## config.mk

```make
export PLATFORM = sky130hd
export DESIGN_NAME = div_clk_monitor
export DESIGN_NICKNAME = d
export VERILOG_FILES = /design/src/rtl/div_clk_monitor.sv
export SDC_FILE = /design/constraint.sdc
export NUM_CORES = 1
export LEC_CHECK = 0
export ABC_AREA = 1
export BUFFER_PORTS_ARGS = -buffer_cell sky130_fd_sc_hd__buf_2
export CORE_ASPECT_RATIO = 0.9
export CORE_MARGIN = 1
export CORE_UTILIZATION = 51
export CTS_BUF_LIST = sky130_fd_sc_hd__clkbuf_8
export DETAILED_ROUTE_END_ITERATION = 8
export PLACE_DENSITY = 0.79
export SYNTH_ARGS = -nofsm -noshare
export SYNTH_HDL_FRONTEND = slang
export SYNTH_SLANG_ARGS = --single-unit
```

## constraint.sdc

```tcl
create_clock -name clk -period 4.4 [get_ports clk]
set_input_delay 0 -clock clk [delete_from_list [all_inputs] [get_ports clk]]
set_output_delay 0 -clock clk [all_outputs]
set_load 0.1 [all_outputs]
```

## src/rtl/div_clk_monitor.sv

```systemverilog
// Divided-clock monitor: samples clk_in in the clk domain, measures its period and
// high time, and reports lock, out-of-tolerance periods and stuck clocks.
module div_clk_monitor #(
  parameter int unsigned CNT_W      = 8,
  parameter int unsigned EXP_PERIOD = 3,
  parameter int unsigned TOL        = 0,
  parameter int unsigned LOCK_CNT   = 4,
  parameter int unsigned TIMEOUT    = 16
) (
  input  logic             clk,
  input  logic             rst,
  input  logic             clk_in,
  input  logic             en,
  input  logic             clr_err,
  output logic [CNT_W-1:0] period,
  output logic [CNT_W-1:0] high_time,
  output logic             valid,
  output logic             locked,
  output logic             err_period,
  output logic             err_stuck
);

  // Good-period counter only has to reach LOCK_CNT.
  localparam int unsigned GoodW = (LOCK_CNT < 1) ? 1 : $clog2(LOCK_CNT + 1);

  // Inclusive acceptance window for a measured period.
  localparam int unsigned PerLo = (EXP_PERIOD > TOL) ? EXP_PERIOD - TOL : 0;
  localparam int unsigned PerHi = EXP_PERIOD + TOL;

  localparam logic [CNT_W-1:0] CntMax     = {CNT_W{1'b1}};
  localparam logic [CNT_W-1:0] CntOne     = CNT_W'(1);
  localparam logic [CNT_W-1:0] TimeoutVal = CNT_W'(TIMEOUT);
  localparam logic [GoodW-1:0] LockVal    = GoodW'(LOCK_CNT);

  typedef enum logic [1:0] {
    StIdle,
    StAcq,
    StMeas,
    StLocked
  } state_e;

  // Synchroniser and edge-detect delay.
  logic s1_q, s2_q, s3_q;
  logic rise;

  state_e           state_q, state_d;
  logic [CNT_W-1:0] pcnt_q, pcnt_d;
  logic [CNT_W-1:0] hcnt_q, hcnt_d;
  logic [GoodW-1:0] good_q, good_d;
  logic [CNT_W-1:0] period_q, period_d;
  logic [CNT_W-1:0] high_q, high_d;
  logic             valid_q, valid_d;
  logic             errp_q, errp_d;
  logic             errs_q, errs_d;

  logic [CNT_W-1:0] pcnt_inc;
  logic [CNT_W-1:0] hcnt_inc;
  logic             good;
  logic             timeout;
  logic             set_errp;
  logic             set_errs;

  assign rise = s2_q & ~s3_q;

  // Counters saturate at all-ones instead of wrapping.
  assign pcnt_inc = (pcnt_q == CntMax) ? pcnt_q : pcnt_q + CntOne;
  assign hcnt_inc = (s2_q && (hcnt_q != CntMax)) ? hcnt_q + CntOne : hcnt_q;

  assign good    = (32'(pcnt_q) >= PerLo) && (32'(pcnt_q) <= PerHi);
  assign timeout = (pcnt_q == TimeoutVal) && !rise;

  // Two-flop synchroniser plus delay flop for rising-edge detection.
  always_ff @(posedge clk or posedge rst) begin
    if (rst) begin
      s1_q <= 1'b0;
      s2_q <= 1'b0;
      s3_q <= 1'b0;
    end else begin
      s1_q <= clk_in;
      s2_q <= s1_q;
      s3_q <= s2_q;
    end
  end

  // Next-state logic for FSM, counters, measurement registers and sticky flags.
  always_comb begin
    state_d  = state_q;
    pcnt_d   = pcnt_q;
    hcnt_d   = hcnt_q;
    good_d   = good_q;
    period_d = period_q;
    high_d   = high_q;
    valid_d  = 1'b0;
    set_errp = 1'b0;
    set_errs = 1'b0;

    unique case (state_q)
      StIdle: begin
        pcnt_d  = '0;
        hcnt_d  = '0;
        good_d  = '0;
        state_d = StAcq;
      end

      StAcq: begin
        if (rise) begin
          // First edge only aligns the counters; the period before it is partial.
          pcnt_d  = CntOne;
          hcnt_d  = CntOne;
          good_d  = '0;
          state_d = StMeas;
        end else if (timeout) begin
          // Clearing lets a still-stuck clock raise a fresh timeout later.
          pcnt_d   = '0;
          hcnt_d   = '0;
          set_errs = 1'b1;
        end else begin
          pcnt_d = pcnt_inc;
          hcnt_d = hcnt_inc;
        end
      end

      StMeas, StLocked: begin
        if (rise) begin
          period_d = pcnt_q;
          high_d   = hcnt_q;
          valid_d  = 1'b1;
          pcnt_d   = CntOne;
          hcnt_d   = CntOne;
          if (!good) begin
            good_d   = '0;
            state_d  = StMeas;
            set_errp = (state_q == StLocked);
          end else if (state_q == StMeas) begin
            good_d = good_q + GoodW'(1);
            if ((good_q + GoodW'(1)) == LockVal) begin
              state_d = StLocked;
            end
          end
        end else if (timeout) begin
          pcnt_d   = '0;
          hcnt_d   = '0;
          good_d   = '0;
          set_errs = 1'b1;
          state_d  = StAcq;
        end else begin
          pcnt_d = pcnt_inc;
          hcnt_d = hcnt_inc;
        end
      end

      default: begin
        state_d = StIdle;
      end
    endcase

    // Disable overrides everything; results and sticky flags are kept.
    if (!en) begin
      state_d  = StIdle;
      pcnt_d   = '0;
      hcnt_d   = '0;
      good_d   = '0;
      period_d = period_q;
      high_d   = high_q;
      valid_d  = 1'b0;
      set_errp = 1'b0;
      set_errs = 1'b0;
    end

    // A new error in the same cycle as clr_err wins.
    errp_d = (errp_q & ~clr_err) | set_errp;
    errs_d = (errs_q & ~clr_err) | set_errs;
  end

  // State, counter and output registers.
  always_ff @(posedge clk or posedge rst) begin
    if (rst) begin
      state_q  <= StIdle;
      pcnt_q   <= '0;
      hcnt_q   <= '0;
      good_q   <= '0;
      period_q <= '0;
      high_q   <= '0;
      valid_q  <= 1'b0;
      errp_q   <= 1'b0;
      errs_q   <= 1'b0;
    end else begin
      state_q  <= state_d;
      pcnt_q   <= pcnt_d;
      hcnt_q   <= hcnt_d;
      good_q   <= good_d;
      period_q <= period_d;
      high_q   <= high_d;
      valid_q  <= valid_d;
      errp_q   <= errp_d;
      errs_q   <= errs_d;
    end
  end

  assign period     = period_q;
  assign high_time  = high_q;
  assign valid      = valid_q;
  assign locked     = (state_q == StLocked);
  assign err_period = errp_q;
  assign err_stuck  = errs_q;

endmodule

```

==> results of run 1 <==
-- layout make-up --
class	count	area (sq um)
Inverter	37	138.9
Fill cell	340	1431
Timing Repair Buffer	29	167.7
Tap cell	46	57.56
Clock buffer	5	68.82
Multi-Input combinational cell	171	849.6
Sequential cell	43	1076
Clock inverter	3	20.02
-- critical path: stages (launching register included) --
cell	delay, ns
dfrtp_1	0.41
inv_1	0.13
ha_1	0.20
nand3_1	0.10
nor2_2	0.21
nor2_4	0.12
nor2_1	0.19
nand2_1	0.13
nand2_1	0.08
nand2_1	0.06
-- layer usage --
| metal | vias up | GRT usage (%) | part of all wire [%] |
|---|---|---|---|
| met3 | 4 | 7.258 | 4.0 |
| met2 | 33 | 35.80 | 49 |
| met4 | 0 | 12.50 | 1.5 |
| li1 | 891 | - | - |
| met1 | 845 | 27.53 | 45 |
| met5 | - | 0 | 0 |
-- registers in the layout, summed over array words and instances (netlist names), 2 cells and up --
register,cells
pcnt_q,8
hcnt_q,8
good_q,3
high_time,8
state_q,2
period,8
-- stage by stage --
| stage | hold WS [ns] | instance area (sq um) | cells | util (%) |
|---|---|---|---|---|
| after floorplan | 0.03143 | 2091 | 255 | - |
| after global placement | 0.1088 | 2250 | 322 | 59.05 |
| after detailed placement | 0.1094 | 2250 | 322 | 59.05 |
| after CTS | 0.3285 | 2379 | 334 | 62.43 |
| after global routing | 0.3310 | 2379 | 334 | 62.43 |
| final | 0.3399 | 2379 | 334 | 62.43 |
-- worst paths after layout --
kind / end / cells after the start / start / slack, ns
max: good_q[0] / 9 / pcnt_q[0] / 2.66
min: s1_q / 2 / clk_in / 0.34
min reg2reg: s2_q / 0 / s1_q / 0.36
max reg2reg: good_q[0] / 9 / pcnt_q[0] / 2.66
min in group asynchronous: valid / 4 / rst / 0.35
max in group asynchronous: high_time[7] / 4 / rst / 3.66
-- what timing repair did --
item                      4_1_cts  5_1_grt
hold buffers                    4        0
hold endpoints to repair       47        0
setup buffers                   0        0
-- Yosys cell counts (all sizes together) --
cell type   n  area (sq um)
a21oi       8         40.04
o211ai      1         7.510
o22ai       1         6.260
ha          5         62.56
nor2       24         110.1
nand2      62         242.7
or2         1         6.260
a31oi       2         12.51
nand3      25         137.6
o21ai      36         187.7
dfrtp      43          1076
clkbuf      1         5.000
inv        37         138.9
and2        1         6.260
buf         3         21.27
nor3        1         5.000
nand4       4         25.02
-- where the power goes --
group          internal, uW  leakage [uW]  switching (uW)
combinational          57.3      0.000572             185
sequential              421      0.000589            22.9
clock                   110     0.0000402             143
total                   588       0.00120             351
-- cell families (layout without fill, tap and decap cells) --
group	count (synthesis)	after routing	share of synthesized area, %
AOI/OAI and AO/OA	48	48	12.15
and+or+nand+nor	118	118	25.49
adders and majority gates	5	5	2.992
DFF	43	43	51.47
buffers and inverters	41	74	7.899
==> results.yml, run 1 <==
status:
  outcome: "finished, final reports clean"
pwr:
  ir_drop_mv: 0.2184
  pwr_density_cell_nw_per_um2: 394.7
  p_leak_uw: 0.001201
  power_uw: 938.8
sta:
  fin_skew_ns: 0.01422
  relSlewSlack_pct: 63.99
  drv_slew: 0
  setup_tns_ns: 0
  fin_crit_sh_pct: 39.55
  hold_viol_final: 0
  tightest_slew_ns: 0.5401
  rsz0062_at_grt: "no"
  finalSetupViolations: 0
  period_minus_slack_ns: 1.740
  fmax_mhz: 574.7
  worst_slack_ns: 2.660
clocking:
  clk_latency_ns: 0.31
  ctsLongestPathBuffers: 2
  ctsHtreeMaxLevel: 2
  cts_tree: "built"
  numClockSinks: 43
  cts_buffers: 5
  clkTransAtPathRegs_ns: 0.09
  cts_resized: 0
  clockRootBuffer: "clkbuf_8"
die:
  core_area_sq_um: 3810
  initial_core_util_pct: 54.88
  io_pins: 25
  die_h_microns: 62.74
  die-area_sq_um: 4360
  die_w_microns: 69.49
  row_count: 21
setup_path:
  endpoint_kind: "flop"
  required_ns: 4.60
  worstSetupPathType: "reg2reg"
  start_kind: "flop"
  crit_fanout: 14
  worstPathArrival_ns: 1.94
global_routing:
  grt-ovfl-total: 0
  grt.total_usage_pct: 22.69
  antenna_found_initial: 0
  grt_max_degree: 44
  grt_pass1_wl_mm: 7.610
  grt_pass1_vias: 1760
drt:
  ant_nets: 0
  drt_iter0_drc: 113
  via_per_inst: 5.308
  routed_wl_mm: 4.266
  vias: 1773
  wl_per_cell_microns: 12.77
  drcViolationCount: 0
  first_pass_iters: 4
final_layout:
  final_cell_mix: "nand2_1 (60), dfrtp_1 (43), inv_1 (34), nand3_1 (24), buf_2 (24)"
  areaGrowthSynthToFinish_pct: 13.76
  nNetsFinal: 297
  layout_commonest_cell: "nand2_1"
  diodes: 0
  drive_gt1_share_pct: 15.97
worst_hold_path:
  hp-class: "in2reg"
placement:
  dp.final_hpwl_mm: 3.075
  io_buffers: 24
  gp_congestion: 0.8519
  pre_cts_slack_ns: 2.708
yosys:
  synth_warnings: 0
  ys_ff_latch: 43
  synth_area_sq_um: 2091
  synth_cell_types: 26
  ys_seq_area_share_pct: 51.47
  synth.net_count: 265
  synthCells: 255
  syn_avg_cell_area_sq_um: 8.199
job:
  maxCapViolCount: 0
(Power assumes the default switching activity.)
==> inputs of run 2 (changes only) <==
--- a/config.mk
+++ b/config.mk
@@ -5,7 +5,7 @@
 export SDC_FILE = /design/constraint.sdc
 export NUM_CORES = 1
 export LEC_CHECK = 0
-export ABC_AREA = 1
+export ABC_AREA = 0
 export BUFFER_PORTS_ARGS = -buffer_cell sky130_fd_sc_hd__buf_2
 export CORE_ASPECT_RATIO = 0.9
 export CORE_MARGIN = 1
==> constraint.sdc (replaced) <==
create_clock -name clk -period 1.8 [get_ports clk]
set_input_delay 0 -clock clk [delete_from_list [all_inputs] [get_ports clk]]
set_output_delay 0 -clock clk [all_outputs]
set_load 0.1 [all_outputs]
==> run 2 against run 1 <==
Sequential power rose by 130%. Worst setup slack lost 2.6 ns. Synthesized area decreased by 2.6%. Fmax rose by 0.99%. Global-route usage fell by 0.76 points. Critical path type unchanged. Critical endpoint unchanged. Synthesized cell count decreased by 30%. Routed wire length down 8.6%. Final cell count fell by 20%.
==> results.yml, run 2 <==
status:
  outcome: "finished, final reports clean"
sta:
  fin_skew_ns: 0.002235
  finalSetupViolations: 0
  tightest_slew_ns: 0.5362
  fmax_mhz: 580.4
  setup_tns_ns: 0
  relSlewSlack_pct: 64.25
  drv_slew: 0
  period_minus_slack_ns: 1.723
  fin_crit_sh_pct: 95.72
  hold_viol_final: 0
setup_path:
  endpoint: "good_q[0]"
  start_kind: "flop"
  crit_start: "pcnt_q[0]"
  reg2reg_from: "pcnt_q[0]"
  regToRegEndpoint: "good_q[0]"
  critical_path.slowest_cell: "dfrtp_1"
  reg2reg_depth: 6
  crit_fanout: 4
  crit_chain: "inv_2, ha_1, nor4bb_4, nand3_1, a22o_1, mux2_4"
  required_ns: 1.98
  worstSetupPathType: "reg2reg"
  worstPathArrival_ns: 1.90
  endpoint_kind: "flop"
  r2r_slack_ns: 0.08
  crit_path_max_incr_delay_ns: 0.42
yosys:
  synth_top_area_share_pct: 52.86
  yosys.area.top_type: "dfrtp_1"
  synth_warnings: 0
  syn_avg_cell_area_sq_um: 11.37
  synth_cell_types: 44
  synth_top_family_by_area: "simple AND/OR/NAND/NOR gates"
  ys_seq_area_share_pct: 52.86
  post_synth_most_frequent_cells: "dfrtp_1 (43), nand2_1 (14), nor2_1 (13)"
  yosysMostFrequentCell: "dfrtp_1"
  synth_fa_ha_area_share_pct: 3.073
  yosys-top-cells-area: "dfrtp_1 (53%), mux2_1 (4.4%), ha_1 (3.1%)"
  synth_edf_count: 0
  synthSimpleGateAreaFrac_pct: 18.19
  synth.net_count: 189
  synthCells: 179
  async_flop_share_pct: 100.0
  synth.mux.area_fraction_pct: 8.359
  ys_ff_latch: 43
  synth_area_sq_um: 2036
  synth_compound_area_share_pct: 11.25
  synth_xor_area_share_pct: 3.012
  synth_ff_type: "dfrtp_1"
drt:
  routed_wl_mm: 3.897
  wl_per_cell_microns: 14.54
  ant_nets: 0
  via_per_inst: 5.593
  drt_iter0_drc: 86
  drcViolationCount: 0
  first_pass_iters: 4
  vias: 1499
final_layout:
  fin_cells: 268
  diodes: 0
  nNetsFinal: 231
  layout_commonest_cell: "dfrtp_1"
  final_cell_mix: "dfrtp_1 (43), buf_2 (24), nand2_1 (14), nor2_1 (13), buf_4 (13)"
  drive_gt1_share_pct: 26.58
  areaGrowthSynthToFinish_pct: 18.44
placement:
  dp.cells: 256
  io_buffers: 24
  dp.final_hpwl_mm: 2.774
  gp_congestion: 0.8118
clocking:
  cts_buffers: 5
  numClockSinks: 43
  clkTransAtPathRegs_ns: 0.08
  clockRootBuffer: "clkbuf_8"
  ctsLongestPathBuffers: 2
  cts_tree: "built"
  clk_latency_ns: 0.29
  ctsHtreeMaxLevel: 2
die:
  die-area_sq_um: 4248
  io_pins: 25
  row_count: 21
  die_h_microns: 61.94
  core_area_sq_um: 3757
  die_w_microns: 68.60
  initial_core_util_pct: 54.18
global_routing:
  grt_pass1_vias: 1475
  grt.total_usage_pct: 21.93
  grt-ovfl-total: 0
  grt_max_degree: 44
  antenna_found_initial: 0
  grt_pass1_wl_mm: 6.686
pwr:
  pwr_density_cell_nw_per_um2: 750.9
  ir_drop_mv: 0.5225
  p_leak_uw: 0.001179
  power_uw: 1811
worst_hold_path:
  hp-class: "in2reg"
job:
  maxCapViolCount: 0
==> run 2: logic make-up (layout without fill, tap and decap cells) <==
| family | count (synthesis) | in the layout |
|---|---|---|
| buf+inv | 13 | 56 |
| compound gates | 34 | 34 |
| xor+xnor | 7 | 7 |
| fa+ha+maj | 5 | 5 |
| flops | 43 | 43 |
| simple gates | 62 | 62 |
| mux | 15 | 15 |
==> run 2: final cells by class <==
cell class | count | area (sq um)
clock buffer | 7 | 96.34
fill | 307 | 1346
tap | 46 | 57.56
clock inverter | 1 | 3.754
multi-input combinational | 123 | 897.1
sequential | 43 | 1076
timing repair buffer | 40 | 247.7
inverter | 8 | 32.53
==> run 2: worst min-delay path by stage <==
stage	start	end	slack [ns]	depth (start not counted)
6_report	clr_err	err_period	0.02	3
5_1_grt	clr_err	err_period	0.02	3
4_1_cts	clr_err	err_period	0.003	3
3_5_place_dp	clk_in	s1_q	0.11	1
3_3_place_gp	clk_in	s1_q	0.11	1
2_1_floorplan	clk_in	s1_q	0.03	0
==> run 2: metrics by stage <==
step / hold slack (ns) / worst slack [ns] / util (%) / area (sq um)
floorplan: 0.03143 / 0.06758 / - / 2036
global placement: 0.1143 / 0.09263 / 60.41 / 2270
detailed placement: 0.1142 / -0.003827 / 60.41 / 2270
CTS: 0.002866 / 0.06688 / 63.87 / 2400
global route: 0.01807 / -0.02719 / 64.17 / 2411
finish: 0.01626 / 0.07711 / 64.17 / 2411
==> run 2: report_power, final <==
part           total [uW]  internal [uW]  switching (uW)
clock network         656            344             311
logic                 156           47.5             108
registers             999            982            16.8
==> run 2: worst max-delay path, delay by kind of cell, from the launching register on <==
kind / cells / cell delay (ns)
buffers and inverters: 1 / 0.08
flip-flops: 1 / 0.42
AO/OA/AOI/OAI: 1 / 0.27
adder cells (fa/ha/maj): 1 / 0.15
multiplexers: 1 / 0.25
AND/OR/NAND/NOR: 2 / 0.44
==> run 2: metal layers <==
metal | share of wire, % | vias to the layer above | wire [microns] | GRT usage, %
met5 | 0 | - | 0 | 0
met2 | 49 | 15 | 1902 | 36.41
met1 | 48 | 742 | 1855 | 28.61
met4 | 0.80 | 0 | 31 | 5.655
met3 | 2.8 | 5 | 108 | 6.022
li1 | - | 737 | - | -
==> run 2: timing repair <==
action	CTS	global route
hold buffers	3	0
pin swaps	1	1
gates cloned	0	0
resized for setup	0	3
endpoints found under the hold margin	45	0
setup endpoints to repair	1	3
buffers inserted	0	1
